$ cat src/rtl/cpu_pkg.sv
// Shared fetch-side definitions: the NOP used for bubbles, the PC step and the
// layout of one prefetch queue entry.
package cpu_pkg;

   localparam int          XLEN      = 32;
   localparam logic [31:0] NOP_INSTR = 32'h0000_0013;
   localparam int          PC_STEP   = 4;

   typedef struct packed {
      logic [XLEN-1:0] instr;
      logic [XLEN-1:0] pc;
   } fq_entry_t;

   function automatic int fqCountWidth(input int depth);
      return $clog2(depth) + 1;
   endfunction

endpackage

$ cat src/rtl/if_stage_if.sv
// Fetch-stage bus: instruction memory request/response, redirect input and
// the decode-facing valid/ready handshake with queue occupancy.
interface if_stage_if #(
   parameter int A_WIDTH  = 32,
   parameter int D_WIDTH  = 32,
   parameter int FQ_DEPTH = 4
);
   localparam int CW = $clog2(FQ_DEPTH) + 1;

   logic               imem_re;
   logic [A_WIDTH-1:0] imem_addr;
   logic [D_WIDTH-1:0] imem_rdata;
   logic               redirect_valid;
   logic [A_WIDTH-1:0] redirect_pc;
   logic               id_ready;
   logic               id_valid;
   logic [D_WIDTH-1:0] id_instr;
   logic [A_WIDTH-1:0] id_pc;
   logic [CW-1:0]      fq_count;

   modport master (
      output imem_re, imem_addr,
      input  imem_rdata,
      input  redirect_valid, redirect_pc,
      input  id_ready,
      output id_valid, id_instr, id_pc, fq_count
   );

   modport slave (
      input  imem_re, imem_addr,
      output imem_rdata,
      output redirect_valid, redirect_pc,
      output id_ready,
      input  id_valid, id_instr, id_pc, fq_count
   );

endinterface

$ cat src/rtl/if_stage_fetch_queue.sv
// Power-of-two circular FIFO holding fetched {instr, pc} entries; flush empties
// it in one cycle, and the head is read combinationally from storage.
module fetch_queue #(
   parameter int WIDTH = 64,
   parameter int DEPTH = 4,
   localparam int AW = $clog2(DEPTH),
   localparam int CW = AW + 1
) (
   input  logic             clk,
   input  logic             rst,
   input  logic             i_push,
   input  logic             i_pop,
   input  logic             i_flush,
   input  logic [WIDTH-1:0] i_data,
   output logic [WIDTH-1:0] o_head,
   output logic             o_empty,
   output logic [CW-1:0]    o_count
);

   logic [WIDTH-1:0] r_mem [DEPTH];
   logic [AW-1:0]    r_head;
   logic [AW-1:0]    r_tail;
   logic [CW-1:0]    r_count;
   logic             w_doPush;
   logic             w_doPop;

   assign w_doPush = i_push && !i_flush;
   assign w_doPop  = i_pop && !i_flush && (r_count != '0);

   always_ff @(posedge clk) begin
      if (rst) begin
         r_head  <= '0;
         r_tail  <= '0;
         r_count <= '0;
      end else if (i_flush) begin
         r_head  <= '0;
         r_tail  <= '0;
         r_count <= '0;
      end else begin
         if (w_doPush) begin
            r_tail <= r_tail + AW'(1);
         end
         if (w_doPop) begin
            r_head <= r_head + AW'(1);
         end
         case ({w_doPush, w_doPop})
            2'b10:   r_count <= r_count + CW'(1);
            2'b01:   r_count <= r_count - CW'(1);
            default: r_count <= r_count;
         endcase
      end
   end

   // Storage carries no reset; stale words are never visible because the
   // consumer gates the head with o_empty.
   always_ff @(posedge clk) begin
      if (!rst && w_doPush) begin
         r_mem[r_tail] <= i_data;
      end
   end

   always_ff @(posedge clk) begin
      if (!rst && w_doPush) begin
         assert (r_count != CW'(DEPTH))
            else $error("fetch_queue overflow: push while full");
      end
   end

   assign o_head  = r_mem[r_head];
   assign o_empty = (r_count == '0);
   assign o_count = r_count;

endmodule

$ cat src/rtl/if_stage.sv
// Instruction fetch stage: owns the fetch PC, keeps at most one word read in
// flight and buffers returned words with their PCs for decode.
module if_stage
   import cpu_pkg::*;
#(
   parameter int               A_WIDTH  = 32,
   parameter int               D_WIDTH  = 32,
   parameter int               FQ_DEPTH = 4,
   parameter logic [A_WIDTH-1:0] RESET_PC = '0
) (
   input  logic       clk,
   input  logic       rst,
   if_stage_if.master io_bus
);

   localparam int CW = $clog2(FQ_DEPTH) + 1;

   if (FQ_DEPTH < 2 || (FQ_DEPTH & (FQ_DEPTH - 1)) != 0) begin : g_badDepth
      $error("if_stage: FQ_DEPTH must be a power of two and at least 2");
   end

   logic [A_WIDTH-1:0]         r_fetchPc;
   logic [A_WIDTH-1:0]         r_respPc;
   logic                       r_inflight;
   logic [CW-1:0]              w_count;
   logic [CW:0]                w_occupancy;
   logic                       w_issue;
   logic                       w_push;
   logic                       w_pop;
   logic                       w_empty;
   logic                       w_valid;
   logic [D_WIDTH+A_WIDTH-1:0] w_head;
   logic [D_WIDTH+A_WIDTH-1:0] w_pushData;
   logic [A_WIDTH-1:0]         w_redirPc;

   // Credit counts the queued entries plus the word still in flight, so a push
   // can never find the queue full; a pop in the same cycle earns no credit.
   assign w_occupancy = {1'b0, w_count} + (CW + 1)'(r_inflight);
   assign w_issue     = !rst && !io_bus.redirect_valid &&
                        (w_occupancy < (CW + 1)'(FQ_DEPTH));
   assign w_push      = !rst && !io_bus.redirect_valid && r_inflight;
   assign w_valid     = !rst && !io_bus.redirect_valid && !w_empty;
   assign w_pop       = w_valid && io_bus.id_ready;
   assign w_pushData  = {io_bus.imem_rdata, r_respPc};
   assign w_redirPc   = io_bus.redirect_pc & ~A_WIDTH'(3);

   always_ff @(posedge clk) begin
      if (rst) begin
         r_fetchPc  <= RESET_PC;
         r_respPc   <= '0;
         r_inflight <= 1'b0;
      end else if (io_bus.redirect_valid) begin
         r_fetchPc  <= w_redirPc;
         r_inflight <= 1'b0;
      end else begin
         r_inflight <= w_issue;
         if (w_issue) begin
            r_respPc  <= r_fetchPc;
            r_fetchPc <= r_fetchPc + A_WIDTH'(PC_STEP);
         end
      end
   end

   fetch_queue #(
      .WIDTH (D_WIDTH + A_WIDTH),
      .DEPTH (FQ_DEPTH)
   ) u_fetchQueue (
      .clk     (clk),
      .rst     (rst),
      .i_push  (w_push),
      .i_pop   (w_pop),
      .i_flush (io_bus.redirect_valid),
      .i_data  (w_pushData),
      .o_head  (w_head),
      .o_empty (w_empty),
      .o_count (w_count)
   );

   assign io_bus.imem_re   = w_issue;
   assign io_bus.imem_addr = r_fetchPc;
   assign io_bus.id_valid  = w_valid;
   assign io_bus.id_instr  = w_empty ? D_WIDTH'(NOP_INSTR) : w_head[A_WIDTH +: D_WIDTH];
   assign io_bus.id_pc     = w_empty ? '0 : w_head[A_WIDTH-1:0];
   assign io_bus.fq_count  = w_count;

endmodule
$ cat src/flat_wrapper.sv
// flat-port wrapper written by rule: the top's interface ports become plain ports
module if_stage_flat import cpu_pkg::*;
#(
   parameter int               A_WIDTH  = 32,
   parameter int               D_WIDTH  = 32,
   parameter int               FQ_DEPTH = 4,
   parameter logic [A_WIDTH-1:0] RESET_PC = '0
)
  (clk, rst, io_bus_imem_re, io_bus_imem_addr, io_bus_imem_rdata, io_bus_redirect_valid, io_bus_redirect_pc, io_bus_id_ready, io_bus_id_valid, io_bus_id_instr, io_bus_id_pc, io_bus_fq_count);
  if_stage_if #(.A_WIDTH(A_WIDTH), .D_WIDTH(D_WIDTH), .FQ_DEPTH(FQ_DEPTH)) io_bus_i ();
  input  logic clk;
  input  logic rst;
  output wire logic [$bits(io_bus_i.imem_re)-1:0] io_bus_imem_re;
  output wire logic [$bits(io_bus_i.imem_addr)-1:0] io_bus_imem_addr;
  input wire logic [$bits(io_bus_i.imem_rdata)-1:0] io_bus_imem_rdata;
  input wire logic [$bits(io_bus_i.redirect_valid)-1:0] io_bus_redirect_valid;
  input wire logic [$bits(io_bus_i.redirect_pc)-1:0] io_bus_redirect_pc;
  input wire logic [$bits(io_bus_i.id_ready)-1:0] io_bus_id_ready;
  output wire logic [$bits(io_bus_i.id_valid)-1:0] io_bus_id_valid;
  output wire logic [$bits(io_bus_i.id_instr)-1:0] io_bus_id_instr;
  output wire logic [$bits(io_bus_i.id_pc)-1:0] io_bus_id_pc;
  output wire logic [$bits(io_bus_i.fq_count)-1:0] io_bus_fq_count;
  assign io_bus_imem_re = io_bus_i.imem_re;
  assign io_bus_imem_addr = io_bus_i.imem_addr;
  assign io_bus_i.imem_rdata = io_bus_imem_rdata;
  assign io_bus_i.redirect_valid = io_bus_redirect_valid;
  assign io_bus_i.redirect_pc = io_bus_redirect_pc;
  assign io_bus_i.id_ready = io_bus_id_ready;
  assign io_bus_id_valid = io_bus_i.id_valid;
  assign io_bus_id_instr = io_bus_i.id_instr;
  assign io_bus_id_pc = io_bus_i.id_pc;
  assign io_bus_fq_count = io_bus_i.fq_count;
  if_stage #(.A_WIDTH(A_WIDTH), .D_WIDTH(D_WIDTH), .FQ_DEPTH(FQ_DEPTH), .RESET_PC(RESET_PC)) u_core (.clk(clk), .rst(rst), .io_bus(io_bus_i));
endmodule
$ cat config.mk
export PLATFORM = sky130hd
export DESIGN_NAME = if_stage_flat
export DESIGN_NICKNAME = d
export VERILOG_FILES = /design/src/rtl/cpu_pkg.sv /design/src/rtl/if_stage_if.sv /design/src/rtl/if_stage_fetch_queue.sv /design/src/rtl/if_stage.sv /design/src/flat_wrapper.sv
export SDC_FILE = /design/constraint.sdc
export NUM_CORES = 1
export LEC_CHECK = 0
export BUFFER_PORTS_ARGS = -buffer_cell sky130_fd_sc_hd__buf_2
export CORE_MARGIN = 5
export CORE_UTILIZATION = 40
export CTS_CLUSTER_SIZE = 30
export DETAILED_ROUTE_END_ITERATION = 10
export PLACE_DENSITY = 0.6
export SLEW_MARGIN = 25
export SYNTH_ARGS = -nofsm -noshare
export SYNTH_HDL_FRONTEND = slang
export SYNTH_HIERARCHICAL = 1
export SYNTH_SLANG_ARGS = --single-unit
$ cat constraint.sdc
create_clock -name clk -period 7.9 [get_ports clk]
set_input_delay 1.975 -clock clk [delete_from_list [all_inputs] [get_ports clk]]
set_output_delay 1.975 -clock clk [all_outputs]
set_load 0.02 [all_outputs]
# Word level (Yosys, flattened, before mapping)
# Memories as Yosys holds them, arrays and structs flattened. A register that Yosys moved wholly into a read port is not among the register bits.
# Cells that the tools add are included.
[totals] regBits=72 ram_bits=256 in_bits=68 mem_count=1
[classes] add_sub_neg=6 order_cmp=1 n_eq_ne=2 mux=9 bitwise_logic=1 reduce_logical=18
[mem_list] name="u_core.u_fetchQueue.r_mem" depth=4 width=64 rd=1 rd_clocked_by_memory_dff=1 write_ports=1 line_no="if_stage_fetch_queue.sv:20" rtl="logic [WIDTH-1:0] r_mem [DEPTH];"
[ops] cell="$mux W32" count=4
[ops] cell="$add A32 B3 Y32 const B" count=1
[ops] cell="$logic_and A1 B1 Y1" count=9
[ops] cell="$pmux W3 S2" count=1
[ops] cell="$add A2 B1 Y2 const B" count=2
[ops] cell="$add A3 B1 Y4" count=1
[ops] cell="$lt A4 B3 Y1 const B" count=1
[ops] cell="$mux W2" count=2
[ops] cell="$reduce_bool A2 Y1" count=2
[ops] cell="$add A3 B1 Y3 const B" count=1
[ops] cell="$logic_not A1 Y1" count=3
[ops] cell="$logic_not A3 Y1" count=1
[ops] cell="$reduce_bool A3 Y1" count=1
[ops] cell="$sub A3 B1 Y3 const B" count=1
[ops] cell="$eq A2 B1 Y1 const B" count=1
[ops] cell="$eq A2 B2 Y1 const B" count=1
[ops] cell="$mux W1" count=2
[ops] cell="$reduce_and A2 Y1" count=1
[ops] cell="$reduce_or A2 Y1" count=1
[ops] cell="$not A1 Y1" count=1

# Depth between registers and ports, before layout
[depth] word_depth=8 depth_mapped=12

# Modules after synthesis
# The synthesis kept the hierarchy.
[by_module_without_submodules] module="fetch_queue" n_inst=1 cells_each=384 area_per_inst_um2=9766.9 seq_area_each_um2=7867.5
[by_module_without_submodules] module="if_stage" n_inst=1 cells_each=438 area_per_inst_um2=3273.1 seq_area_each_um2=1221.2

# Worst setup path before layout
# OpenSTA, ideal clock, no wires.
[synth_path] path_kind="input -> output" start="input port io_bus_redirect_valid" end="output port io_bus_imem_re" arrival_time_ps=3077 required_time_ps=5925 slack_ps=2848 stages=5 path_cell_list="clkbuf_1 -> nor3_2 -> nand2_1 -> inv_2 -> buf_1"
[synth_between] elab_chain_len=3
[synth_lines] item="from (decl)" line_no="flat_wrapper.sv:16" rtl="input wire logic [$bits(io_bus_i.redirect_valid)-1:0] io_bus_redirect_valid;"
[synth_lines] item="$logic_not A1 Y1" line_no="if_stage.sv:39" rtl="assign w_issue = !rst && !io_bus.redirect_valid &&"
[synth_lines] item="$logic_and A1 B1 Y1 (2 in series)" line_no="if_stage.sv:39"
[synth_lines] item="to (decl)" line_no="flat_wrapper.sv:13" rtl="output wire logic [$bits(io_bus_i.imem_re)-1:0] io_bus_imem_re;"
# No other way between the ends.

# Worst setup path in the final report
# Same ends and word-level chain as after synthesis.

==> flow_summary.ini <==
[global_route]
first_global_vias = 7619
initial_antenna_violation_count = 0
grt_start_max_net_pins = 66
globalRoute.totalOverflow = 0
grt_pass1_wl_um = 43200
grt.total_usage_pct = 15.0

[layout]
num-nets-final = 1066
flow.area_growth_from_synthesis_pct = 19.1
most_frequent_cells_in_the_layout = sky130_fd_sc_hd__edfxtp_1, sky130_fd_sc_hd__buf_2, sky130_fd_sc_hd__nand2_1, sky130_fd_sc_hd__dfxtp_1, sky130_fd_sc_hd__nor2b_1
postLayoutCellArea_sq_um = 15500
layout.cells.most_common = sky130_fd_sc_hd__edfxtp_1
antenna_cells_inserted = 0
post_route_cells_drive_above_1_share_pct = 30.6

[sta]
drv_slew = 0
max_clock_freq_ghz = 0.176
worst_hold_slack_ps = 502
setup_violations = 0
setup_repair_after_global_routing_missed_its_margin = false
timing.max_slew.rel_slack_pct = 32.9
final.period_utilization_pct = 71.7
timing.setup.tns_ps = 0
worst_pin_slew_ps = 1010
hold_viol_final = 0
layout_min_cycle_time_ps = 5670
skew_ps = 10.2

[routing]
detail_route.wirelength_um = 27400
route.vias.total = 7429
detailedRoute.firstPassIterationCount = 5
drc = 0
antenna_violating_nets_post_route = 0
first_iter_violations = 442
wire_per_inst_um = 18.8
post_drt_via_cell_ratio = 5.08

[setup_path]
critical_path_peak_fanout = 60
cp_data_required_time_ps = 5930
number_of_buffer_and_inverter_instances_along_the_worst_setup_path = 4
timing.critical_path.from = io_bus_redirect_valid
most_common_cell_on_crit_path = sky130_fd_sc_hd__buf_2
critPathSlowestCell = sky130_fd_sc_hd__inv_2
critical_path.cell_chain = buf_2 -> nor3_2 -> nand2_2 -> buf_4 -> inv_2 -> buf_2
setup.worst_path.end_class = output port
worst_r2r_startpoint = u_core/u_fetchQueue/o_count[0]
crit_arrival_ps = 3690
setup.worst_path.class = input port to output port
crit_path_start_kind = input port
slowest_delay_ps = 520
critPathTopFamily = buffers and inverters

[clocking]
clkLatencyLatePin_ps = 500
worst_setup_hold_path_clk_slew_ps = 60
cts_buffer_depth = 3
cts.root.buffer_cell = sky130_fd_sc_hd__clkbuf_16
cts_resized = 0
numClockSinks = 326
clock_tree_from_tritoncts = yes
htreeDepth = 2
postCtsHoldBufs = 0
postCtsSetupRepairBufs = 0
cts_inserted_buffers = 37

[power_and_ir_drop]
max-vdd-ir-drop_mv = 0.139
power.net_switching_uw = 741
power.switching_fraction_pct = 19.9
power.sequential.fraction_pct = 50.5
cellPowerDensity_nw_per_um2 = 240
power.leakage_nw = 5.38
combinational_share_of_power_pct = 2.8
power_frac_clock_pct = 46.8
intPower_mw = 2.99

[run]
timing.max_cap.violations = 0

[yosys]
yosys_register_bits = 326
avgSynthCellArea_sq_um = 15.9
netlist_area_before_placement_sq_um = 13000
synthesis.instances = 822
synth_area_leaders = sky130_fd_sc_hd__edfxtp_1, sky130_fd_sc_hd__dfxtp_1, sky130_fd_sc_hd__mux4_2
yosysWarnings = 6
synth.distinct_cells = 51
synth_top_area_share_pct = 59.0
synth_sequential_area_ratio_pct = 69.7
ys.flop_type = sky130_fd_sc_hd__edfxtp_1
yosysTopAreaCell = sky130_fd_sc_hd__edfxtp_1
post_synth_arst_share_pct = 0
synth_enable_flop_cells = 256

[run_status]
outcome = completed

[floorplanning]
floorplan.die_area_sq_um = 36300
initial_core_util_pct = 40.3
die_w_um = 191
num_io_pins = 169
core_area_sq_um = 32400
core.rowCount = 66
fp.dieH_um = 191

[placed_design]
gp_routability_congestion = 0.781
placed_area_sq_um = 14200
detailed_place_hpwl_um = 15900
io_buffer_count = 164

[min_path]
hold_path_startpoint = u_core/r_respPc[18]
worst_hold_path_type = flop to flop
-- area by class of cell --
class,instances,area [sq um]
Clock buffer,47,1040
Clock inverter,20,231
Fill cell,2850,16800
Inverter,10,37.5
Multi-Input combinational cell,443,3660
Sequential cell,326,9100
Tap cell,442,553
Timing Repair Buffer,173,921
-- per-layer routing --
metal	wire length (um)	global-route usage (%)	part of all wire, %	vias up
li1	-	-	-	3491
met5	0	0	0	-
met3	1540	2.91	5.6	39
met4	444	3.78	1.6	0
met2	12600	23.8	46	231
met1	12900	21.6	47	3668
-- synthesized netlist by cell type (2+ instances only) --
cell type	n
sky130_fd_sc_hd__edfxtp_1	256
sky130_fd_sc_hd__ha_1	6
sky130_fd_sc_hd__and3_1	7
sky130_fd_sc_hd__or3_1	5
sky130_fd_sc_hd__or4_1	2
sky130_fd_sc_hd__a21oi_1	54
sky130_fd_sc_hd__nor2b_1	61
sky130_fd_sc_hd__dfxtp_1	70
sky130_fd_sc_hd__inv_1	9
sky130_fd_sc_hd__mux2_2	2
sky130_fd_sc_hd__buf_4	2
sky130_fd_sc_hd__or2_2	4
sky130_fd_sc_hd__o311ai_0	4
sky130_fd_sc_hd__nand2_1	81
sky130_fd_sc_hd__xnor2_1	11
sky130_fd_sc_hd__and4_1	3
sky130_fd_sc_hd__buf_12	6
sky130_fd_sc_hd__a31oi_1	16
sky130_fd_sc_hd__o22ai_1	10
sky130_fd_sc_hd__a22oi_1	2
sky130_fd_sc_hd__o211ai_1	8
sky130_fd_sc_hd__buf_1	2
sky130_fd_sc_hd__nand3_1	15
sky130_fd_sc_hd__mux4_2	60
sky130_fd_sc_hd__buf_2	7
sky130_fd_sc_hd__and2_1	13
sky130_fd_sc_hd__nor4_1	10
sky130_fd_sc_hd__nand4_1	7
sky130_fd_sc_hd__nor3_1	8
sky130_fd_sc_hd__clkbuf_1	33
sky130_fd_sc_hd__xor2_1	4
sky130_fd_sc_hd__nor2_1	17
sky130_fd_sc_hd__o21ai_0	6
sky130_fd_sc_hd__mux4_1	4
-- power groups by stage --
stage / logic (mW) / clock network (mW) / registers, mW
after global placement: 0.103 / 0 / 1.92
after CTS: 0.104 / 1.79 / 1.88
final: 0.104 / 1.74 / 1.88
after global routing: 0.116 / 1.87 / 1.89
after floorplan: 0.0497 / 0 / 1.92
after detailed placement: 0.104 / 0 / 1.92
-- worst paths after layout --
path,end,slack (ps),cells past startpoint
max reg2reg,u_core/u_fetchQueue/o_count[2],5020,12
min,u_core/r_respPc[18],500,2
min reg2reg,u_core/r_respPc[18],500,2
max,io_bus_imem_re,2230,6
-- worst min-delay path, stage by stage, from the launching register on --
cell and delay (ps):
sky130_fd_sc_hd__dfxtp_1 340, sky130_fd_sc_hd__nand2_1 60, sky130_fd_sc_hd__a21oi_1 50
-- cells by family (layout without fill, tap and decap cells) --
logic type,count (synthesis),in the layout,share of synthesized area (%)
AND/OR/NAND/NOR,241,241,9.81
flip-flops,326,326,69.7
adder cells (fa/ha/maj),7,7,0.729
buffers and inverters,62,250,2.72
other,1,10,0.0288
multiplexers,67,67,11.4
AO/OA/AOI/OAI,103,103,4.59
XOR/XNOR,15,15,1.01
-- registers in the layout (all words and copies together) (netlist names), named ones only --
name and cells:
u_core/u_fetchQueue/o_count 3, u_core/io_bus.imem_addr 30, u_core/u_fetchQueue/r_tail 2, u_core/u_fetchQueue/r_mem 256, u_core/u_fetchQueue/r_head 2, u_core/r_inflight 1, u_core/r_respPc 30
-- metrics by stage --
step | util (%) | total power [mW] | worst slack, ps | instances
after global placement | 43.9 | 2.02 | 2180 | 1392
after global routing | 48.0 | 3.87 | 2070 | 1461
final | 48.0 | 3.73 | 2230 | 1461
after CTS | 47.8 | 3.78 | 2170 | 1459
after detailed placement | 43.9 | 2.02 | 2170 | 1392
after floorplan | - | 1.97 | 2850 | 831
Power figures use the tool's default switching activity.
